$ cat src/rtl/rom.sv
// 256 x 8 read-only lookup with a registered output.
// Each word is the nibble-swapped address XOR 8'h5A, stored as a constant table.
module rom (
    input  logic       Clock,
    input  logic       Reset_n,
    input  logic [7:0] Address,
    output logic [7:0] Out
);

    logic [7:0] rom_d;
    logic [7:0] out_q;

    function automatic logic [7:0] rom_lookup(input logic [7:0] addr);
        rom_lookup = 8'h00;
        case (addr)
            8'h00: rom_lookup = 8'h5A;
            8'h01: rom_lookup = 8'h4A;
            8'h02: rom_lookup = 8'h7A;
            8'h03: rom_lookup = 8'h6A;
            8'h04: rom_lookup = 8'h1A;
            8'h05: rom_lookup = 8'h0A;
            8'h06: rom_lookup = 8'h3A;
            8'h07: rom_lookup = 8'h2A;
            8'h08: rom_lookup = 8'hDA;
            8'h09: rom_lookup = 8'hCA;
            8'h0A: rom_lookup = 8'hFA;
            8'h0B: rom_lookup = 8'hEA;
            8'h0C: rom_lookup = 8'h9A;
            8'h0D: rom_lookup = 8'h8A;
            8'h0E: rom_lookup = 8'hBA;
            8'h0F: rom_lookup = 8'hAA;
            8'h10: rom_lookup = 8'h5B;
            8'h11: rom_lookup = 8'h4B;
            8'h12: rom_lookup = 8'h7B;
            8'h13: rom_lookup = 8'h6B;
            8'h14: rom_lookup = 8'h1B;
            8'h15: rom_lookup = 8'h0B;
            8'h16: rom_lookup = 8'h3B;
            8'h17: rom_lookup = 8'h2B;
            8'h18: rom_lookup = 8'hDB;
            8'h19: rom_lookup = 8'hCB;
            8'h1A: rom_lookup = 8'hFB;
            8'h1B: rom_lookup = 8'hEB;
            8'h1C: rom_lookup = 8'h9B;
            8'h1D: rom_lookup = 8'h8B;
            8'h1E: rom_lookup = 8'hBB;
            8'h1F: rom_lookup = 8'hAB;
            8'h20: rom_lookup = 8'h58;
            8'h21: rom_lookup = 8'h48;
            8'h22: rom_lookup = 8'h78;
            8'h23: rom_lookup = 8'h68;
            8'h24: rom_lookup = 8'h18;
            8'h25: rom_lookup = 8'h08;
            8'h26: rom_lookup = 8'h38;
            8'h27: rom_lookup = 8'h28;
            8'h28: rom_lookup = 8'hD8;
            8'h29: rom_lookup = 8'hC8;
            8'h2A: rom_lookup = 8'hF8;
            8'h2B: rom_lookup = 8'hE8;
            8'h2C: rom_lookup = 8'h98;
            8'h2D: rom_lookup = 8'h88;
            8'h2E: rom_lookup = 8'hB8;
            8'h2F: rom_lookup = 8'hA8;
            8'h30: rom_lookup = 8'h59;
            8'h31: rom_lookup = 8'h49;
            8'h32: rom_lookup = 8'h79;
            8'h33: rom_lookup = 8'h69;
            8'h34: rom_lookup = 8'h19;
            8'h35: rom_lookup = 8'h09;
            8'h36: rom_lookup = 8'h39;
            8'h37: rom_lookup = 8'h29;
            8'h38: rom_lookup = 8'hD9;
            8'h39: rom_lookup = 8'hC9;
            8'h3A: rom_lookup = 8'hF9;
            8'h3B: rom_lookup = 8'hE9;
            8'h3C: rom_lookup = 8'h99;
            8'h3D: rom_lookup = 8'h89;
            8'h3E: rom_lookup = 8'hB9;
            8'h3F: rom_lookup = 8'hA9;
            8'h40: rom_lookup = 8'h5E;
            8'h41: rom_lookup = 8'h4E;
            8'h42: rom_lookup = 8'h7E;
            8'h43: rom_lookup = 8'h6E;
            8'h44: rom_lookup = 8'h1E;
            8'h45: rom_lookup = 8'h0E;
            8'h46: rom_lookup = 8'h3E;
            8'h47: rom_lookup = 8'h2E;
            8'h48: rom_lookup = 8'hDE;
            8'h49: rom_lookup = 8'hCE;
            8'h4A: rom_lookup = 8'hFE;
            8'h4B: rom_lookup = 8'hEE;
            8'h4C: rom_lookup = 8'h9E;
            8'h4D: rom_lookup = 8'h8E;
            8'h4E: rom_lookup = 8'hBE;
            8'h4F: rom_lookup = 8'hAE;
            8'h50: rom_lookup = 8'h5F;
            8'h51: rom_lookup = 8'h4F;
            8'h52: rom_lookup = 8'h7F;
            8'h53: rom_lookup = 8'h6F;
            8'h54: rom_lookup = 8'h1F;
            8'h55: rom_lookup = 8'h0F;
            8'h56: rom_lookup = 8'h3F;
            8'h57: rom_lookup = 8'h2F;
            8'h58: rom_lookup = 8'hDF;
            8'h59: rom_lookup = 8'hCF;
            8'h5A: rom_lookup = 8'hFF;
            8'h5B: rom_lookup = 8'hEF;
            8'h5C: rom_lookup = 8'h9F;
            8'h5D: rom_lookup = 8'h8F;
            8'h5E: rom_lookup = 8'hBF;
            8'h5F: rom_lookup = 8'hAF;
            8'h60: rom_lookup = 8'h5C;
            8'h61: rom_lookup = 8'h4C;
            8'h62: rom_lookup = 8'h7C;
            8'h63: rom_lookup = 8'h6C;
            8'h64: rom_lookup = 8'h1C;
            8'h65: rom_lookup = 8'h0C;
            8'h66: rom_lookup = 8'h3C;
            8'h67: rom_lookup = 8'h2C;
            8'h68: rom_lookup = 8'hDC;
            8'h69: rom_lookup = 8'hCC;
            8'h6A: rom_lookup = 8'hFC;
            8'h6B: rom_lookup = 8'hEC;
            8'h6C: rom_lookup = 8'h9C;
            8'h6D: rom_lookup = 8'h8C;
            8'h6E: rom_lookup = 8'hBC;
            8'h6F: rom_lookup = 8'hAC;
            8'h70: rom_lookup = 8'h5D;
            8'h71: rom_lookup = 8'h4D;
            8'h72: rom_lookup = 8'h7D;
            8'h73: rom_lookup = 8'h6D;
            8'h74: rom_lookup = 8'h1D;
            8'h75: rom_lookup = 8'h0D;
            8'h76: rom_lookup = 8'h3D;
            8'h77: rom_lookup = 8'h2D;
            8'h78: rom_lookup = 8'hDD;
            8'h79: rom_lookup = 8'hCD;
            8'h7A: rom_lookup = 8'hFD;
            8'h7B: rom_lookup = 8'hED;
            8'h7C: rom_lookup = 8'h9D;
            8'h7D: rom_lookup = 8'h8D;
            8'h7E: rom_lookup = 8'hBD;
            8'h7F: rom_lookup = 8'hAD;
            8'h80: rom_lookup = 8'h52;
            8'h81: rom_lookup = 8'h42;
            8'h82: rom_lookup = 8'h72;
            8'h83: rom_lookup = 8'h62;
            8'h84: rom_lookup = 8'h12;
            8'h85: rom_lookup = 8'h02;
            8'h86: rom_lookup = 8'h32;
            8'h87: rom_lookup = 8'h22;
            8'h88: rom_lookup = 8'hD2;
            8'h89: rom_lookup = 8'hC2;
            8'h8A: rom_lookup = 8'hF2;
            8'h8B: rom_lookup = 8'hE2;
            8'h8C: rom_lookup = 8'h92;
            8'h8D: rom_lookup = 8'h82;
            8'h8E: rom_lookup = 8'hB2;
            8'h8F: rom_lookup = 8'hA2;
            8'h90: rom_lookup = 8'h53;
            8'h91: rom_lookup = 8'h43;
            8'h92: rom_lookup = 8'h73;
            8'h93: rom_lookup = 8'h63;
            8'h94: rom_lookup = 8'h13;
            8'h95: rom_lookup = 8'h03;
            8'h96: rom_lookup = 8'h33;
            8'h97: rom_lookup = 8'h23;
            8'h98: rom_lookup = 8'hD3;
            8'h99: rom_lookup = 8'hC3;
            8'h9A: rom_lookup = 8'hF3;
            8'h9B: rom_lookup = 8'hE3;
            8'h9C: rom_lookup = 8'h93;
            8'h9D: rom_lookup = 8'h83;
            8'h9E: rom_lookup = 8'hB3;
            8'h9F: rom_lookup = 8'hA3;
            8'hA0: rom_lookup = 8'h50;
            8'hA1: rom_lookup = 8'h40;
            8'hA2: rom_lookup = 8'h70;
            8'hA3: rom_lookup = 8'h60;
            8'hA4: rom_lookup = 8'h10;
            8'hA5: rom_lookup = 8'h00;
            8'hA6: rom_lookup = 8'h30;
            8'hA7: rom_lookup = 8'h20;
            8'hA8: rom_lookup = 8'hD0;
            8'hA9: rom_lookup = 8'hC0;
            8'hAA: rom_lookup = 8'hF0;
            8'hAB: rom_lookup = 8'hE0;
            8'hAC: rom_lookup = 8'h90;
            8'hAD: rom_lookup = 8'h80;
            8'hAE: rom_lookup = 8'hB0;
            8'hAF: rom_lookup = 8'hA0;
            8'hB0: rom_lookup = 8'h51;
            8'hB1: rom_lookup = 8'h41;
            8'hB2: rom_lookup = 8'h71;
            8'hB3: rom_lookup = 8'h61;
            8'hB4: rom_lookup = 8'h11;
            8'hB5: rom_lookup = 8'h01;
            8'hB6: rom_lookup = 8'h31;
            8'hB7: rom_lookup = 8'h21;
            8'hB8: rom_lookup = 8'hD1;
            8'hB9: rom_lookup = 8'hC1;
            8'hBA: rom_lookup = 8'hF1;
            8'hBB: rom_lookup = 8'hE1;
            8'hBC: rom_lookup = 8'h91;
            8'hBD: rom_lookup = 8'h81;
            8'hBE: rom_lookup = 8'hB1;
            8'hBF: rom_lookup = 8'hA1;
            8'hC0: rom_lookup = 8'h56;
            8'hC1: rom_lookup = 8'h46;
            8'hC2: rom_lookup = 8'h76;
            8'hC3: rom_lookup = 8'h66;
            8'hC4: rom_lookup = 8'h16;
            8'hC5: rom_lookup = 8'h06;
            8'hC6: rom_lookup = 8'h36;
            8'hC7: rom_lookup = 8'h26;
            8'hC8: rom_lookup = 8'hD6;
            8'hC9: rom_lookup = 8'hC6;
            8'hCA: rom_lookup = 8'hF6;
            8'hCB: rom_lookup = 8'hE6;
            8'hCC: rom_lookup = 8'h96;
            8'hCD: rom_lookup = 8'h86;
            8'hCE: rom_lookup = 8'hB6;
            8'hCF: rom_lookup = 8'hA6;
            8'hD0: rom_lookup = 8'h57;
            8'hD1: rom_lookup = 8'h47;
            8'hD2: rom_lookup = 8'h77;
            8'hD3: rom_lookup = 8'h67;
            8'hD4: rom_lookup = 8'h17;
            8'hD5: rom_lookup = 8'h07;
            8'hD6: rom_lookup = 8'h37;
            8'hD7: rom_lookup = 8'h27;
            8'hD8: rom_lookup = 8'hD7;
            8'hD9: rom_lookup = 8'hC7;
            8'hDA: rom_lookup = 8'hF7;
            8'hDB: rom_lookup = 8'hE7;
            8'hDC: rom_lookup = 8'h97;
            8'hDD: rom_lookup = 8'h87;
            8'hDE: rom_lookup = 8'hB7;
            8'hDF: rom_lookup = 8'hA7;
            8'hE0: rom_lookup = 8'h54;
            8'hE1: rom_lookup = 8'h44;
            8'hE2: rom_lookup = 8'h74;
            8'hE3: rom_lookup = 8'h64;
            8'hE4: rom_lookup = 8'h14;
            8'hE5: rom_lookup = 8'h04;
            8'hE6: rom_lookup = 8'h34;
            8'hE7: rom_lookup = 8'h24;
            8'hE8: rom_lookup = 8'hD4;
            8'hE9: rom_lookup = 8'hC4;
            8'hEA: rom_lookup = 8'hF4;
            8'hEB: rom_lookup = 8'hE4;
            8'hEC: rom_lookup = 8'h94;
            8'hED: rom_lookup = 8'h84;
            8'hEE: rom_lookup = 8'hB4;
            8'hEF: rom_lookup = 8'hA4;
            8'hF0: rom_lookup = 8'h55;
            8'hF1: rom_lookup = 8'h45;
            8'hF2: rom_lookup = 8'h75;
            8'hF3: rom_lookup = 8'h65;
            8'hF4: rom_lookup = 8'h15;
            8'hF5: rom_lookup = 8'h05;
            8'hF6: rom_lookup = 8'h35;
            8'hF7: rom_lookup = 8'h25;
            8'hF8: rom_lookup = 8'hD5;
            8'hF9: rom_lookup = 8'hC5;
            8'hFA: rom_lookup = 8'hF5;
            8'hFB: rom_lookup = 8'hE5;
            8'hFC: rom_lookup = 8'h95;
            8'hFD: rom_lookup = 8'h85;
            8'hFE: rom_lookup = 8'hB5;
            8'hFF: rom_lookup = 8'hA5;
            default: rom_lookup = 8'h00;
        endcase
    endfunction

    always_comb begin
        rom_d = rom_lookup(Address);
    end

    // Output register: the only state; reset clears it, the table itself is constant.
    always_ff @(posedge Clock or negedge Reset_n) begin
        if (!Reset_n) begin
            out_q <= 8'h00;
        end else begin
            out_q <= rom_d;
        end
    end

    assign Out = out_q;

endmodule

$ cat config.mk
export PLATFORM = sky130hd
export DESIGN_NAME = rom
export DESIGN_NICKNAME = d
export VERILOG_FILES = /design/src/rtl/rom.sv
export SDC_FILE = /design/constraint.sdc
export NUM_CORES = 1
export LEC_CHECK = 0
export CAP_MARGIN = 0
export CELL_PAD_IN_SITES_DETAIL_PLACEMENT = 1
export CELL_PAD_IN_SITES_GLOBAL_PLACEMENT = 2
export CORE_UTILIZATION = 16
export CTS_CLUSTER_SIZE = 14
export DETAILED_ROUTE_END_ITERATION = 6
export GPL_TIMING_DRIVEN = 0
export PLACE_DENSITY = 0.79
export SYNTH_ARGS = -nofsm -noshare
export SYNTH_HDL_FRONTEND = slang
export SYNTH_SLANG_ARGS = --single-unit
$ cat constraint.sdc
create_clock -name Clock -period 0.8 [get_ports Clock]
set_clock_uncertainty 0.2 [all_clocks]
set_input_delay 0.16 -clock Clock [delete_from_list [all_inputs] [get_ports Clock]]
set_output_delay 0.16 -clock Clock [all_outputs]
set_load 0.05 [all_outputs]
After elaboration in Yosys (flattened, before gate mapping)
Memory sizes are Yosys's and may differ from the RTL's. A register that Yosys moved wholly into a read port is not among the register bits.
Cells that the tools add are included.
{"block": "word_totals", "regBits": 0, "n_memories": 1, "input_bits": 10, "romBits": 2048}
{"block": "op_classes", "reduce_logical": 1}
{"memory": "(no name shown)", "depth": 256, "width": 8, "read_ports": 1, "rd_ports_with_merged_regs": 1, "wr": 0, "line_no": "15", "text": "case (addr)"}
{"cell": "1-bit zero test", "n": 1}

Logic depth before layout (Yosys ltp)
{"block": "logic_depth", "depth_word": 1, "mapped_depth": 1, "depth_no_buf": 1}

Least setup slack after synthesis
OpenSTA, ideal clock, no wires.
{"block": "synth_timing", "path_type": "register -> output", "startpoint": "reg out_q[0] (netlist: Out[0])", "endpoint": "out Out[0]", "stages_incl_launch_ff": 1, "path_slack_ns": -0.146, "path_buffers": 0, "arrival_ns": 0.586, "path_cell_list": "dfrtp_1"}
{"item": "from (decl)", "line_no": "11", "text": "logic [7:0] out_q;"}
{"item": "to (decl)", "line_no": "7", "text": "output logic [7:0] Out"}
No word-level cell between the ends.

Final worst setup path
{"block": "layout_timing", "startpoint": "reg out_q[1] (netlist: Out[1])", "endpoint": "out Out[1]"}
No word-level cell between the ends.

==> impl_metrics.tcl <==
set metrics [dict create \
    status "complete, but fails checks" \
    failed_checks "negative hold slack, negative setup slack" \
    cts_tree "yes" \
    crit_family "flip-flops" \
    p_leak_nw 0.204 \
    clk_path_buf_depth 2 \
    synth_seq_cells 8 \
    wl_met1_um 169 \
    die_area_um2 1500 \
    num_rows 12 \
    crit_type "flop to output pin" \
    max_stage_delay_ns 0.40 \
    wl_met2_um 159 \
    syn_area_um2 215 \
    firstDrtPassIters 1 \
    stdcell_area_um2 445 \
    drc_errors 0 \
    synth-edff-count 0 \
    cts_buffers 3 \
    worstSetupEndpointType "output pin" \
    cp_slowest_cell "dfrtp_2" \
    cp_max_fo 1 \
    die_w_um 38.7 \
    placed_cells 43 \
    cts-root-buf "clkbuf_4" \
    start_kind "flop" \
    start_util_pct 18.4 \
    ant_nets 0 \
    dieHeight_um 38.7 \
    postCtsSetupBuffers 0 \
    largest_reg_flops 8 \
    period_minus_slack_ns 1.15 \
    yosysSeqAreaShare_pct 93.0 \
    cp.arrival_ns 0.79 \
    route.vias.total 144 \
    sw_frac_of_total_pct 24.1 \
    dpl_cell_area_um2 413 \
    peakVddDrop_mv 0.563 \
    timing_hold_violations_final 8 \
    max_freq_ghz 0.871 \
    htreeDepth 1 \
    tns_ns -2.73 \
    place_congestion 0.629 \
    p_clk_share_pct 31.2 \
    clk_pin_slew_worst_paths_ns 0.05 \
    crit_chain "buf_6" \
    ys_types 2 \
    layout.nets 44 \
    power.net_switching_w 0.000216 \
    initialDrtViolationCount 0 \
    diodes 0 \
    crit_buf_inv 1 \
    grt_max_degree 9 \
    boundaryPins 18 \
    setup_viol 8 \
    top_layer "met4" \
    power_frac_comb_pct 19.6 \
    power_w 0.000894 \
    synth_most_common_cell "dfrtp_1" \
    finalMaxSlewViolations 0 \
    via_per_inst 3.13 \
    drive_gt1_share_pct 59.4 \
    min_path_type "input pin to asynchronous set/reset pin" \
    instances_no_fill 46 \
    netlist_instances 12 \
    syn_nets 22 \
    worst_pin_slew_ns 0.317 \
    grt_overflow 0 \
    grt_pass1_wl_um 648 \
    p_per_area_nw_per_um2 2010 \
    synth_warnings 0 \
    syn_to_final_growth_pct 107 \
    grt_antenna_before_repair 0 \
    synth_common_cells "8 x dfrtp_1, 4 x inv_1" \
    rsz0062_at_grt "true" \
    worst_hold_slack_ns -0.0206 \
    avgSynthCellArea_um2 17.9 \
    crit_required_ns 0.44 \
    async_reset_ff_share_pct 100 \
    maxCapViolCount 0 \
    route.met3.wl_um 85 \
    cts_sinks 8 \
    setup_slack_ns -0.349 \
    intPower_w 0.000678 \
    wl_um 426 \
    multi_input_cells 0 \
    grt_pass1_vias 156 \
    slew_headroom_pct 78.8 \
    synth_top_area_cell "dfrtp_1" \
    ys.flop_type "dfrtp_1" \
    groute.usage.overall_pct 7.80 \
    seqPwrFrac_pct 49.1 \
    coreArea_um2 1170 \
    port_buffers 17 \
    period_share_pct 144 \
    yosys-top-cells-area "dfrtp_1 93%, inv_1 7.0%" \
    synth.top_cell.area_share_pct 93.0 \
    multiInputGateArea_um2 0 \
    wl_per_cell_um 9.26 \
]
==> layout make-up <==
cell class | instances | area [µm²]
Clock buffer | 3 | 22.5
Sequential cell | 8 | 210
Fill cell | 133 | 726
Tap cell | 14 | 17.5
Timing Repair Buffer | 17 | 180
Inverter | 4 | 15.0
==> kinds of logic (layout without fill, tap and decap cells) <==
group    after synthesis  after routing  share of synthesized area (%)
flops                  8              8                           93.0
buf+inv                4             24                           6.97
==> power groups by stage <==
stage / Clock (W) / Combinational (W) / Sequential (W)
4_1_cts: 0.000298 / 0.000178 / 0.000440
3_3_place_gp: 0 / 0.000171 / 0.000441
6_report: 0.000279 / 0.000175 / 0.000439
2_1_floorplan: 0 / 0.00000324 / 0.000518
5_1_grt: 0.000307 / 0.000184 / 0.000441
3_5_place_dp: 0 / 0.000172 / 0.000442
==> repair_timing <==
action	CTS	global route
cloned	0	0
endpoints found under the setup margin	8	8
hold endpoints to repair	8	0
resized for setup	56	0
==> metal layers <==
layer,GRT usage (%),vias to the layer above
li1,-,72
met2,9.17,18
met3,3.47,2
met1,7.72,52
met5,0,-
met4,12.9,0
==> placed cells by master (no fill, tap or decap) <==
cell type,count
dfrtp_2,8
buf_6,8
clkbuf_4,3
inv_1,4
clkdlybuf4s50_1,9
==> metrics by stage <==
step                      setup slack, ns  hold slack (ns)  util, %
after CTS                          -0.363          -0.0232     38.0
final                              -0.349          -0.0206     38.0
after floorplan                   -0.0447           -0.336        -
after global placement             -0.673            0.236     35.3
after global routing               -0.368           0.0121     38.0
after detailed placement           -0.693            0.238     35.3
==> how the worst max path moves through the flow <==
stage | slack, ns | from | to | depth (start not counted)
after floorplan | -0.04 | Out[0]$_DFF_PN0_ | Out[0] | 0
after global placement | -0.67 | Out[4]$_DFF_PN0_ | Out[4] | 1
after detailed placement | -0.69 | Out[1]$_DFF_PN0_ | Out[1] | 1
after CTS | -0.36 | Out[1]$_DFF_PN0_ | Out[1] | 1
after global routing | -0.37 | Out[1]$_DFF_PN0_ | Out[1] | 1
final | -0.35 | Out[1]$_DFF_PN0_ | Out[1] | 1
Power figures use the tool's default switching activity.
